### src/rtl/game_ctrl.sv
// Game controller for a breakout-style game: synchronises vsync and the
// start button, generates the per-frame tick, and sequences the game through
// IDLE / SERVE / PLAY / OVER / WON while keeping lives and a saturating score.
module game_ctrl #(
    parameter int LIVES        = 3,
    parameter int SERVE_FRAMES = 60
) (
    input  logic       clk,
    input  logic       rst,
    input  logic       vsync,
    input  logic       start_n,
    input  logic       ball_lost,
    input  logic [9:0] collide_block,
    input  logic [9:0] alive,
    output logic [2:0] state,
    output logic       frame_tick,
    output logic       paddle_en,
    output logic       ball_en,
    output logic       ball_hold,
    output logic       blocks_reset,
    output logic [1:0] lives,
    output logic [7:0] score
);

    typedef enum logic [2:0] {
        S_IDLE  = 3'd0,
        S_SERVE = 3'd1,
        S_PLAY  = 3'd2,
        S_OVER  = 3'd3,
        S_WON   = 3'd4
    } state_t;

    localparam logic [1:0] LP_LIVES = 2'(LIVES);
    localparam logic [7:0] LP_SERVE = 8'(SERVE_FRAMES);

    // Synchroniser chains: two metastability flops plus one edge-history flop.
    logic r_vs_s1, r_vs_s2, r_vs_d;
    logic r_st_s1, r_st_s2, r_st_d;
    logic r_frame_tick;
    logic w_vs_fall;
    logic w_start_pulse;

    state_t     r_state, w_state_nxt;
    logic [7:0] r_cnt, w_cnt_nxt;
    logic [1:0] r_lives, w_lives_nxt;
    logic [7:0] r_score, w_score_nxt;
    logic       r_blocks_reset, w_blocks_reset_nxt;
    logic       r_paddle_en, r_ball_en, r_ball_hold;
    logic       w_paddle_en_nxt, w_ball_en_nxt, w_ball_hold_nxt;
    logic [3:0] w_hits;
    logic [8:0] w_score_sum;

    // Both edge detectors fire on a 1->0 transition, so a held button or a
    // long vsync low produces a single event.
    assign w_vs_fall     = r_vs_d & ~r_vs_s2;
    assign w_start_pulse = r_st_d & ~r_st_s2;

    // Synchronise vsync and start_n; idle level is 1 so reset cannot fake an edge.
    always_ff @(posedge clk) begin
        // NOTE: sequential state uses non-blocking assignments so every flop
        // samples the pre-edge value of its neighbours, which is what makes
        // the chain a chain.
        if (rst) begin
            r_vs_s1      <= 1'b1;
            r_vs_s2      <= 1'b1;
            r_vs_d       <= 1'b1;
            r_st_s1      <= 1'b1;
            r_st_s2      <= 1'b1;
            r_st_d       <= 1'b1;
            r_frame_tick <= 1'b0;
        end else begin
            r_vs_s1      <= vsync;
            r_vs_s2      <= r_vs_s1;
            r_vs_d       <= r_vs_s2;
            r_st_s1      <= start_n;
            r_st_s2      <= r_st_s1;
            r_st_d       <= r_st_s2;
            r_frame_tick <= w_vs_fall;
        end
    end

    // Count simultaneous block hits and add them to the score with saturation.
    always_comb begin
        w_hits = 4'd0;
        for (int i = 0; i < 10; i++) begin
            w_hits = w_hits + {3'b000, collide_block[i]};
        end
        w_score_sum = {1'b0, r_score} + {5'b00000, w_hits};
    end

    // Next-state, lives, score and counter logic.
    always_comb begin
        // NOTE: every combinational output gets a default before the case so
        // that no path leaves it unassigned and a latch is never inferred.
        w_state_nxt        = r_state;
        w_cnt_nxt          = r_cnt;
        w_lives_nxt        = r_lives;
        w_score_nxt        = r_score;
        w_blocks_reset_nxt = 1'b0;
        case (r_state)
            S_IDLE: begin
                if (w_start_pulse) begin
                    w_state_nxt = S_SERVE;
                    w_cnt_nxt   = 8'd0;
                end
            end
            S_SERVE: begin
                if (r_frame_tick) begin
                    w_cnt_nxt = r_cnt + 8'd1;
                    if (r_cnt + 8'd1 == LP_SERVE) begin
                        w_state_nxt = S_PLAY;
                    end
                end
            end
            S_PLAY: begin
                w_score_nxt = w_score_sum[8] ? 8'hFF : w_score_sum[7:0];
                // Clearing the last block wins even if the ball is lost
                // in the same cycle.
                if (alive == 10'd0) begin
                    w_state_nxt = S_WON;
                end else if (ball_lost) begin
                    if (r_lives > 2'd1) begin
                        w_lives_nxt = r_lives - 2'd1;
                        w_state_nxt = S_SERVE;
                        w_cnt_nxt   = 8'd0;
                    end else begin
                        w_lives_nxt = 2'd0;
                        w_state_nxt = S_OVER;
                    end
                end
            end
            S_OVER, S_WON: begin
                if (w_start_pulse) begin
                    w_state_nxt        = S_IDLE;
                    w_blocks_reset_nxt = 1'b1;
                    w_lives_nxt        = LP_LIVES;
                    w_score_nxt        = 8'd0;
                    w_cnt_nxt          = 8'd0;
                end
            end
            default: begin
                w_state_nxt = S_IDLE;
            end
        endcase
    end

    // Decode the enables from the next state so the registered outputs line
    // up with the registered state.
    always_comb begin
        w_paddle_en_nxt = 1'b0;
        w_ball_en_nxt   = 1'b0;
        w_ball_hold_nxt = 1'b1;
        case (w_state_nxt)
            S_SERVE: w_paddle_en_nxt = 1'b1;
            S_PLAY: begin
                w_paddle_en_nxt = 1'b1;
                w_ball_en_nxt   = 1'b1;
                w_ball_hold_nxt = 1'b0;
            end
            default: ;
        endcase
    end

    // State register and registered game outputs.
    always_ff @(posedge clk) begin
        if (rst) begin
            r_state        <= S_IDLE;
            r_cnt          <= 8'd0;
            r_lives        <= LP_LIVES;
            r_score        <= 8'd0;
            r_blocks_reset <= 1'b0;
            r_paddle_en    <= 1'b0;
            r_ball_en      <= 1'b0;
            r_ball_hold    <= 1'b1;
        end else begin
            r_state        <= w_state_nxt;
            r_cnt          <= w_cnt_nxt;
            r_lives        <= w_lives_nxt;
            r_score        <= w_score_nxt;
            r_blocks_reset <= w_blocks_reset_nxt;
            r_paddle_en    <= w_paddle_en_nxt;
            r_ball_en      <= w_ball_en_nxt;
            r_ball_hold    <= w_ball_hold_nxt;
        end
    end

    assign state        = r_state;
    assign frame_tick   = r_frame_tick;
    assign paddle_en    = r_paddle_en;
    assign ball_en      = r_ball_en;
    assign ball_hold    = r_ball_hold;
    assign blocks_reset = r_blocks_reset;
    assign lives        = r_lives;
    assign score        = r_score;

endmodule

### config.mk
export PLATFORM = sky130hd
export DESIGN_NAME = game_ctrl
export DESIGN_NICKNAME = d
export VERILOG_FILES = /design/src/rtl/game_ctrl.sv
export SDC_FILE = /design/constraint.sdc
export NUM_CORES = 1
export LEC_CHECK = 0
export ABC_AREA = 1
export BUFFER_PORTS_ARGS = -buffer_cell sky130_fd_sc_hd__buf_2
export CAP_MARGIN = 20
export CORE_MARGIN = 3
export CORE_UTILIZATION = 46
export DETAILED_ROUTE_END_ITERATION = 6
export PLACE_DENSITY = 0.74
export SYNTH_ARGS = -nofsm -noshare
export SYNTH_HDL_FRONTEND = slang
export SYNTH_SLANG_ARGS = --single-unit
### constraint.sdc
create_clock -name clk -period 6.5 [get_ports clk]
set_input_delay 0.325 -clock clk [delete_from_list [all_inputs] [get_ports clk]]
set_output_delay 0.325 -clock clk [all_outputs]
set_load 0.02 [all_outputs]
==> out/qor.csv, run 1 <==
stage,metric,value,unit
timing,fmax,314.2,MHz
worst_setup_path,Worst EP arrival,3.40,ns
clock_network,clock sinks,32,
timing,worst slew pin tran,0.4064,ns
yosys,Async SR Flop Fraction,0,
power_and_ir_drop,peak supply drop,0.1089,mV
final_layout,Storage cell area,640.6,um2
routing,DRC viols,0,
timing,RSZ-0062 raised after global routing,false,
clock_network,hold_buf cts,0,
yosys,synthesized area,1922,um2
yosys,mean post-synth cell area,7.225,um2
clock_network,cts bufs inserted,5,
yosys,Synth top area share,0.3333,
final_layout,multi-input logic area,1100,um2
final_layout,layout cell share with drive strength beyond 1,0.2684,
clock_network,"CTS clk-pin slew, worst paths",0.07,ns
power_and_ir_drop,leak pwr,1.071,nW
yosys,synthesized flop and latch total,32,
final_layout,P&R area growth vs syn,17.90,%
timing,Tcrit/Tclk final,0.4897,
routing,ANT nets after route,0,
clock_network,CTS Buffer Depth,2,
global_route,Total GRT Usage,0.1746,
worst_setup_path,CP Class,primary input to register,
clock_network,H-tree depth,2,
yosys,number of flops mapped to enable cells by yosys,0,
global_route,remaining global-route overflow,0,
yosys,Yosys Warn Count,0,
worst_hold_path,HP Class,primary input to register,
yosys,count of different cell masters after synthesis,29,
die,Core Area,3854,um2
clock_network,Root Buffer,clkbuf_8,
final_layout,Finished Layout Cells,361,
place,Final HPWL DP,3.145,mm
final_layout,Nets,350,
timing,hold_ws,0.2116,ns
yosys,ys flop type,dfxtp_1,
timing,count of final setup violators,0,
die,io pins,43,
clock_network,Resized cells post-CTS,0,
run_status,status,finished clean,
die,die area,4989,um2
routing,Initial DRC Count,110,
timing,fin. max-slew vios,0,
routing,vias per cell,4.961,
place,# placed instances,353,
final_layout,antenna fix cells,0,
global_route,initial antenna violation count,0,
routing,Vias,1791,
timing,Max Clock Skew,0.005872,ns
yosys,synth cell count leaders,"nand2_1, inv_1, dfxtp_1",
routing,1st-pass router iterations,4,
routing,"wirelength, routed",4.131,mm
global_route,pin count of the biggest net entering global routing,24,
worst_setup_path,Startpoint Class,primary input,
global_route,global-route wire length before repair,7.058,mm
power_and_ir_drop,PD cells,193.0,nW/um2
final_layout,fillers,385,
clock_network,clock latency on the worst-skew pair,0.29,ns
place,PortBufs,42,
yosys,Syn Nets,304,
yosys,"top cells by area, synth","dfxtp_1, nand2_1, fa_1, inv_1, a21oi_1",
routing,drt wl/cell,11.44,um
worst_setup_path,endpoint type of the worst setup path,register,
die,die width,70.64,um
die,Die Height,70.64,um
timing,crit path time final,3.183,ns
timing,total negative setup slack,0,ns
yosys,sequential share of the synthesized area,0.3333,
worst_setup_path,CP required,6.72,ns
die,initial core utilization,0.4987,
global_route,vias in the first global route,1649,
job,Max-Cap Viols,0,
yosys,post-synth top area cell,dfxtp_1,
timing,Final Hold Fails,0,
place,RePlAce Congestion,0.8011,
yosys,post-synthesis cell count,266,
clock_network,CTS tree,done,
die,row count,22,
timing,relative slew slack,0.7290,
yosys,"count leader, synth",nand2_1,
worst_setup_path,worst-path fanout max,5,
clock_network,Post-CTS Setup Repair Bufs,0,
==> area by class of cell <==
| type | instances | share of cell area |
|---|---|---|
| Multi-Input combinational cell | 189 | 0.4854 |
| Sequential cell | 32 | 0.2827 |
| Timing Repair Buffer | 42 | 0.09277 |
| Inverter | 42 | 0.07178 |
| Clock buffer | 5 | 0.03037 |
| Tap cell | 48 | 0.02650 |
| Clock inverter | 3 | 0.01049 |
==> sequential cells by signal (all words and copies together) (netlist names), 2 cells and up <==
signal	flops
lives	2
r_cnt	8
state	3
score	8
==> worst max-delay path, cell delays in order <==
cell and delay (ns):
buf_2 0.11, fa_1 0.52, inv_1 0.05, fa_1 0.52
fa_1 0.43, fa_1 0.37, inv_1 0.11, fa_1 0.22
nand3_1 0.11, nand2_1 0.13, nand3_1 0.18, nand3_1 0.13
nand2_1 0.05, a21oi_1 0.14
==> metrics by stage <==
| stage | instance area, um2 | util | power (mW) | worst slack [ns] |
|---|---|---|---|---|
| floorplan | 1922 | - | 0.2605 | 3.351 |
| global placement | 2173 | 0.5640 | 0.2812 | 3.113 |
| detailed placement | 2173 | 0.5640 | 0.2816 | 3.021 |
| CTS | 2266 | 0.5880 | 0.4394 | 3.322 |
| global route | 2266 | 0.5880 | 0.4616 | 3.110 |
| finish | 2266 | 0.5880 | 0.4373 | 3.317 |
==> worst paths after layout <==
| check | startpoint | end | slack, ns | cells past startpoint |
|---|---|---|---|---|
| min | vsync | r_vs_s1 | 0.21 | 2 |
| max | collide_block[0] | score[3] | 3.32 | 14 |
| min reg2reg | r_st_s1 | r_st_s2 | 0.41 | 1 |
| max reg2reg | score[0] | score[3] | 3.58 | 12 |
==> report_power, final <==
| part | internal [mW] | total (mW) | switching, mW |
|---|---|---|---|
| sequential | 0.199 | 0.202 | 0.00240 |
| combinational | 0.0315 | 0.0750 | 0.0435 |
| clock | 0.0758 | 0.161 | 0.0848 |
| total | 0.307 | 0.437 | 0.131 |
==> routing by layer <==
layer	up-vias	GRT usage	wire [um]
li1	936	-	-
met1	803	0.2165	1957
met2	48	0.2817	1783
met3	4	0.06108	329
met4	0	0.06263	60
met5	-	0	0
==> kinds of logic (layout without fill, tap and decap cells) <==
group,after synthesis,count (layout),share of synthesized area
buffers and inverters,45,92,0.09440
AO/OA/AOI/OAI,38,38,0.1107
AND/OR/NAND/NOR,138,138,0.3496
flip-flops,32,32,0.3333
adder cells (fa/ha/maj),13,13,0.1120
==> layout by cell type, fill, tap and decap left out, drive strengths merged <==
cell type,n
dfxtp,32
nand2,73
nor2,28
nand3,22
o221ai,1
fa,7
clkinv,1
o22ai,1
nand3b,1
o211ai,1
ha,6
clkinvlp,2
buf,42
and2,1
nor3,1
o21ai,14
clkbuf,5
nand4,5
a21oi,21
inv,42
or2,7
No activity file was read; power rests on OpenSTA's default activity.
==> run 2, diff against run 1 <==
clock period = 3.1 ns   (was 6.5 ns; I/O delays follow)
==> out/qor.csv, run 2 (same netlist as run 1, synthesis figures left out) <==
stage,metric,value,unit
power_and_ir_drop,total power,1.035,mW
timing,relative slew slack,0.7315,
clock_network,"CTS clk-pin slew, worst paths",0.06,ns
run_status,status,finished clean,
job,Max-Cap Viols,0,
final_layout,fin area,2322,um2
worst_setup_path,Reg-to-Reg Start,score[0],
worst_setup_path,Worst Reg-to-Reg Cells,12,
power_and_ir_drop,leak pwr,1.105,nW
worst_setup_path,CP required,3.32,ns
global_route,global-route wire length before repair,7.093,mm
final_layout,Finished Layout Cells,363,
timing,RSZ-0062 raised after global routing,false,
power_and_ir_drop,peak supply drop,0.2787,mV
routing,vias per cell,4.959,
die,row count,22,
routing,ANT nets after route,0,
final_layout,Nets,352,
clock_network,CTS Buffer Depth,2,
final_layout,fillers,360,
clock_network,Root Buffer,clkbuf_8,
global_route,initial antenna violation count,0,
final_layout,Storage cell area,640.6,um2
timing,fmax,345.5,MHz
timing,Final Hold Fails,0,
routing,Initial DRC Count,86,
global_route,pin count of the biggest net entering global routing,24,
clock_network,clock sinks,32,
routing,Vias,1800,
global_route,vias in the first global route,1677,
timing,count of final setup violators,0,
worst_setup_path,CP Class,primary input to register,
place,setup slack after placement,-0.1797,ns
final_layout,multi-input logic area,1107,um2
timing,final setup margin,0.2060,ns
die,die area,4989,um2
die,initial core utilization,0.4987,
global_route,remaining global-route overflow,0,
worst_hold_path,Worst Hold Depth,2,
place,DP Area,2188,um2
timing,fin. max-slew vios,0,
routing,drt wl/cell,11.15,um
die,die width,70.64,um
worst_setup_path,Worst EP arrival,3.11,ns
power_and_ir_drop,PD cells,445.6,nW/um2
timing,total negative setup slack,0,ns
routing,"wirelength, routed",4.048,mm
final_layout,"commonest non-fill, non-tap cell in the layout",nand2_1,
clock_network,cts bufs inserted,5,
die,Die Height,70.64,um
clock_network,clock latency on the worst-skew pair,0.29,ns
clock_network,H-tree depth,2,
die,Core Area,3854,um2
final_layout,P&R area growth vs syn,20.83,%
worst_hold_path,HP Class,primary input to register,
timing,hold_ws,0.05121,ns
timing,Max Clock Skew,0.01170,ns
clock_network,hold_buf cts,0,
worst_setup_path,worst-path fanout max,5,
timing,crit path time final,2.894,ns
worst_setup_path,endpoint type of the worst setup path,register,
routing,1st-pass router iterations,4,
routing,DRC viols,0,
clock_network,Post-CTS Setup Repair Bufs,0,
die,io pins,43,
worst_setup_path,Startpoint Class,primary input,
timing,worst slew pin tran,0.4027,ns
worst_hold_path,Worst Min Path Start,vsync,
final_layout,antenna fix cells,0,
place,# placed instances,355,
place,Final HPWL DP,3.128,mm
timing,Tcrit/Tclk final,0.9336,
final_layout,final core occ,0.6026,
clock_network,CTS tree,done,
global_route,Total GRT Usage,0.1745,
place,RePlAce Congestion,0.8108,
worst_setup_path,Critical path origin,collide_block[0],
place,PortBufs,42,
final_layout,most frequent cells in the layout,"nand2_1, buf_2, inv_1, dfxtp_1, nor2_1",
final_layout,layout cell share with drive strength beyond 1,0.2794,
[run 2: changes by cell type in the layout (fill, tap and decap cells not counted), sizes merged]
cell / before / now
clkinv: 1 / 0
bufinv: 0 / 1
clkbuf: 5 / 7
buf: 42 / 44
clkinvlp: 2 / 0
[run 2: what timing repair did]
item                                   CTS  global route
endpoints found under the hold margin    0             0
setup endpoints to repair                0             5
gates resized for setup                  0             3
[run 2: final timing paths]
check                to  slack (ns)
max            score[2]        0.21
max reg2reg    score[2]        0.31
min reg2reg  frame_tick        0.41
min             r_vs_s1        0.05
[run 2: area by class of cell]
type / instances / share of cell area
Multi-Input combinational cell: 189 / 0.4768
Sequential cell: 32 / 0.2759
Timing Repair Buffer: 44 / 0.09698
Inverter: 42 / 0.07004
Clock buffer: 7 / 0.04149
Tap cell: 48 / 0.02586
Clock inverter: 1 / 0.01293
[run 2: worst max-delay path, cell delays in order]
cell and delay [ns]:
buf_2 0.11, fa_1 0.52, inv_1 0.05, fa_1 0.51
fa_1 0.43, fa_1 0.37, inv_1 0.10, fa_1 0.19
nand3_1 0.12, nand2_2 0.12, nand3_2 0.11, o21ai_1 0.12
nand2_1 0.08, a21oi_1 0.12
[run 2: metal layers]
metal	global-route usage	wire length [um]	up-vias
met5	0	0	-
met3	0.04972	276	6
li1	-	-	937
met4	0.05637	50	0
met1	0.2260	1993	798
met2	0.2817	1727	59
[run 2: power by group]
part	internal (mW)	switching, mW	leakage (nW)
registers	0.418	0.00560	0.260
clock network	0.284	0.157	0.0645
logic	0.0759	0.0941	0.780
total	0.778	0.257	1.10
==> run 3, diff against run 2 <==
PLACE_DENSITY = 0.76   (was 0.74)
clock period = 2.5 ns   (was 3.1 ns; I/O delays follow)
==> out/qor.csv, run 3 (same netlist as run 1, synthesis figures left out) <==
stage,metric,value,unit
timing,relative slew slack,0.7112,
timing,total negative setup slack,-2.276,ns
routing,"wirelength, routed",4.211,mm
final_layout,Nets,354,
worst_setup_path,CP required,2.71,ns
worst_setup_path,Reg-to-Reg Start,score[0],
final_layout,"commonest non-fill, non-tap cell in the layout",nand2_1,
routing,vias per cell,4.981,
final_layout,Finished Layout Cells,365,
timing,final setup margin,-0.3217,ns
routing,drt wl/cell,11.54,um
clock_network,H-tree depth,2,
worst_setup_path,flop-to-flop setup slack,-0.26,ns
worst_setup_path,worst-path fanout max,5,
final_layout,final core occ,0.6094,
run_status,status,finished with violations,
global_route,initial antenna violation count,0,
clock_network,cts bufs inserted,5,
global_route,remaining global-route overflow,0,
job,Max-Cap Viols,0,
clock_network,hold_buf cts,0,
timing,RSZ-0062 raised after global routing,true,
die,io pins,43,
die,Die Height,70.64,um
power_and_ir_drop,total power,1.155,mW
final_layout,layout cell share with drive strength beyond 1,0.3060,
clock_network,"CTS clk-pin slew, worst paths",0.07,ns
routing,1st-pass router iterations,4,
place,setup slack after placement,-0.6534,ns
global_route,global-route wire length before repair,7.410,mm
timing,hold_ws,0.01610,ns
timing,Max Clock Skew,0.005596,ns
final_layout,most frequent cells in the layout,"nand2_1, buf_2, inv_1, dfxtp_1, nor2_1",
worst_setup_path,reg-to-reg critical path endpoint,score[2],
timing,fin. max-slew vios,0,
timing,crit path time final,2.822,ns
routing,Initial DRC Count,74,
die,die width,70.64,um
worst_setup_path,Worst EP arrival,3.03,ns
routing,ANT nets after route,0,
place,DP Area,2213,um2
worst_setup_path,Critical path origin,collide_block[0],
timing,Tcrit/Tclk final,1.129,
place,# placed instances,356,
final_layout,fin area,2349,um2
place,RePlAce Congestion,0.8396,
worst_setup_path,crit path to,score[2],
worst_hold_path,HP Class,primary input to register,
worst_setup_path,Worst Reg-to-Reg Cells,12,
die,die area,4989,um2
place,Final HPWL DP,3.156,mm
final_layout,P&R area growth vs syn,22.20,%
clock_network,clock sinks,32,
clock_network,clock latency on the worst-skew pair,0.29,ns
power_and_ir_drop,peak supply drop,0.3951,mV
worst_setup_path,Startpoint Class,primary input,
timing,count of final setup violators,8,
clock_network,CTS tree,done,
global_route,pin count of the biggest net entering global routing,24,
run_status,failing checks,setup timing,
routing,Vias,1818,
die,Core Area,3854,um2
power_and_ir_drop,PD cells,491.9,nW/um2
global_route,vias in the first global route,1747,
die,initial core utilization,0.4987,
timing,fmax,354.4,MHz
worst_setup_path,endpoint type of the worst setup path,register,
worst_setup_path,CP Class,primary input to register,
routing,DRC viols,0,
timing,worst slew pin tran,0.4332,ns
timing,Final Hold Fails,0,
place,PortBufs,42,
power_and_ir_drop,leak pwr,1.101,nW
die,row count,22,
final_layout,antenna fix cells,0,
global_route,Total GRT Usage,0.1820,
clock_network,Root Buffer,clkbuf_8,
clock_network,CTS Buffer Depth,2,
[run 3: cell types whose count changed in the layout (fill, tap and decap cells not counted), moves of 2 or more]
cell        before  now
buf_2           42   40
fa_2             0    2
buf_6            0    2
fa_1             7    5
clkinvlp_4       0    2
clkbuf_8         7    5
o21ai_0          7    5
o21ai_1          6    8
buf_4            2    4
nand3_1         16   14
[run 3: where the power goes]
group	leakage [nW]	switching (mW)	internal [mW]	total, mW
clock	0.0404	0.206	0.197	0.403
combinational	0.801	0.127	0.101	0.228
sequential	0.260	0.00621	0.518	0.525
[run 3: critical path, cell delays in order]
cell and delay (ns):
buf_6 0.09, fa_1 0.52, inv_1 0.05, fa_1 0.53, fa_1 0.46, fa_2 0.35
inv_2 0.07, fa_2 0.22, nand3_2 0.11, nand2_4 0.11, nand3_4 0.10, o21ai_1 0.10
nand2_1 0.06, a21oi_1 0.14
[run 3: per-layer routing]
metal,global-route usage,wire (um),vias up
li1,-,-,943
met1,0.2377,1953,814
met2,0.2942,1897,55
met3,0.04403,288,6
met4,0.06472,72,0
met5,0,0,-
[run 3: cell type report]
cell class                 count  area, um2
timing repair buffer          46      252.7
clock buffer                   5      68.82
sequential                    32      640.6
clock inverter                 3      23.77
fill                         382       1505
inverter                      42      162.7
tap                           48      60.06
multi-input combinational    189       1140
[run 3: how the worst min path moves through the flow]
| stage | slack (ns) | from | cells after the start | to |
|---|---|---|---|---|
| after global placement | 0.31 | start_n | 2 | r_st_s1 |
| after detailed placement | 0.31 | vsync | 2 | r_vs_s1 |
| after floorplan | 0.23 | start_n | 1 | r_st_s1 |
| after CTS | 0.01 | vsync | 2 | r_vs_s1 |
| after global routing | 0.02 | start_n | 2 | r_st_s1 |
| final | 0.02 | vsync | 2 | r_vs_s1 |
[run 3: what timing repair did]
item	CTS	global route
gates resized for setup	6	2
buffers inserted	1	0
pin swaps	7	3
setup endpoints to repair	8	8
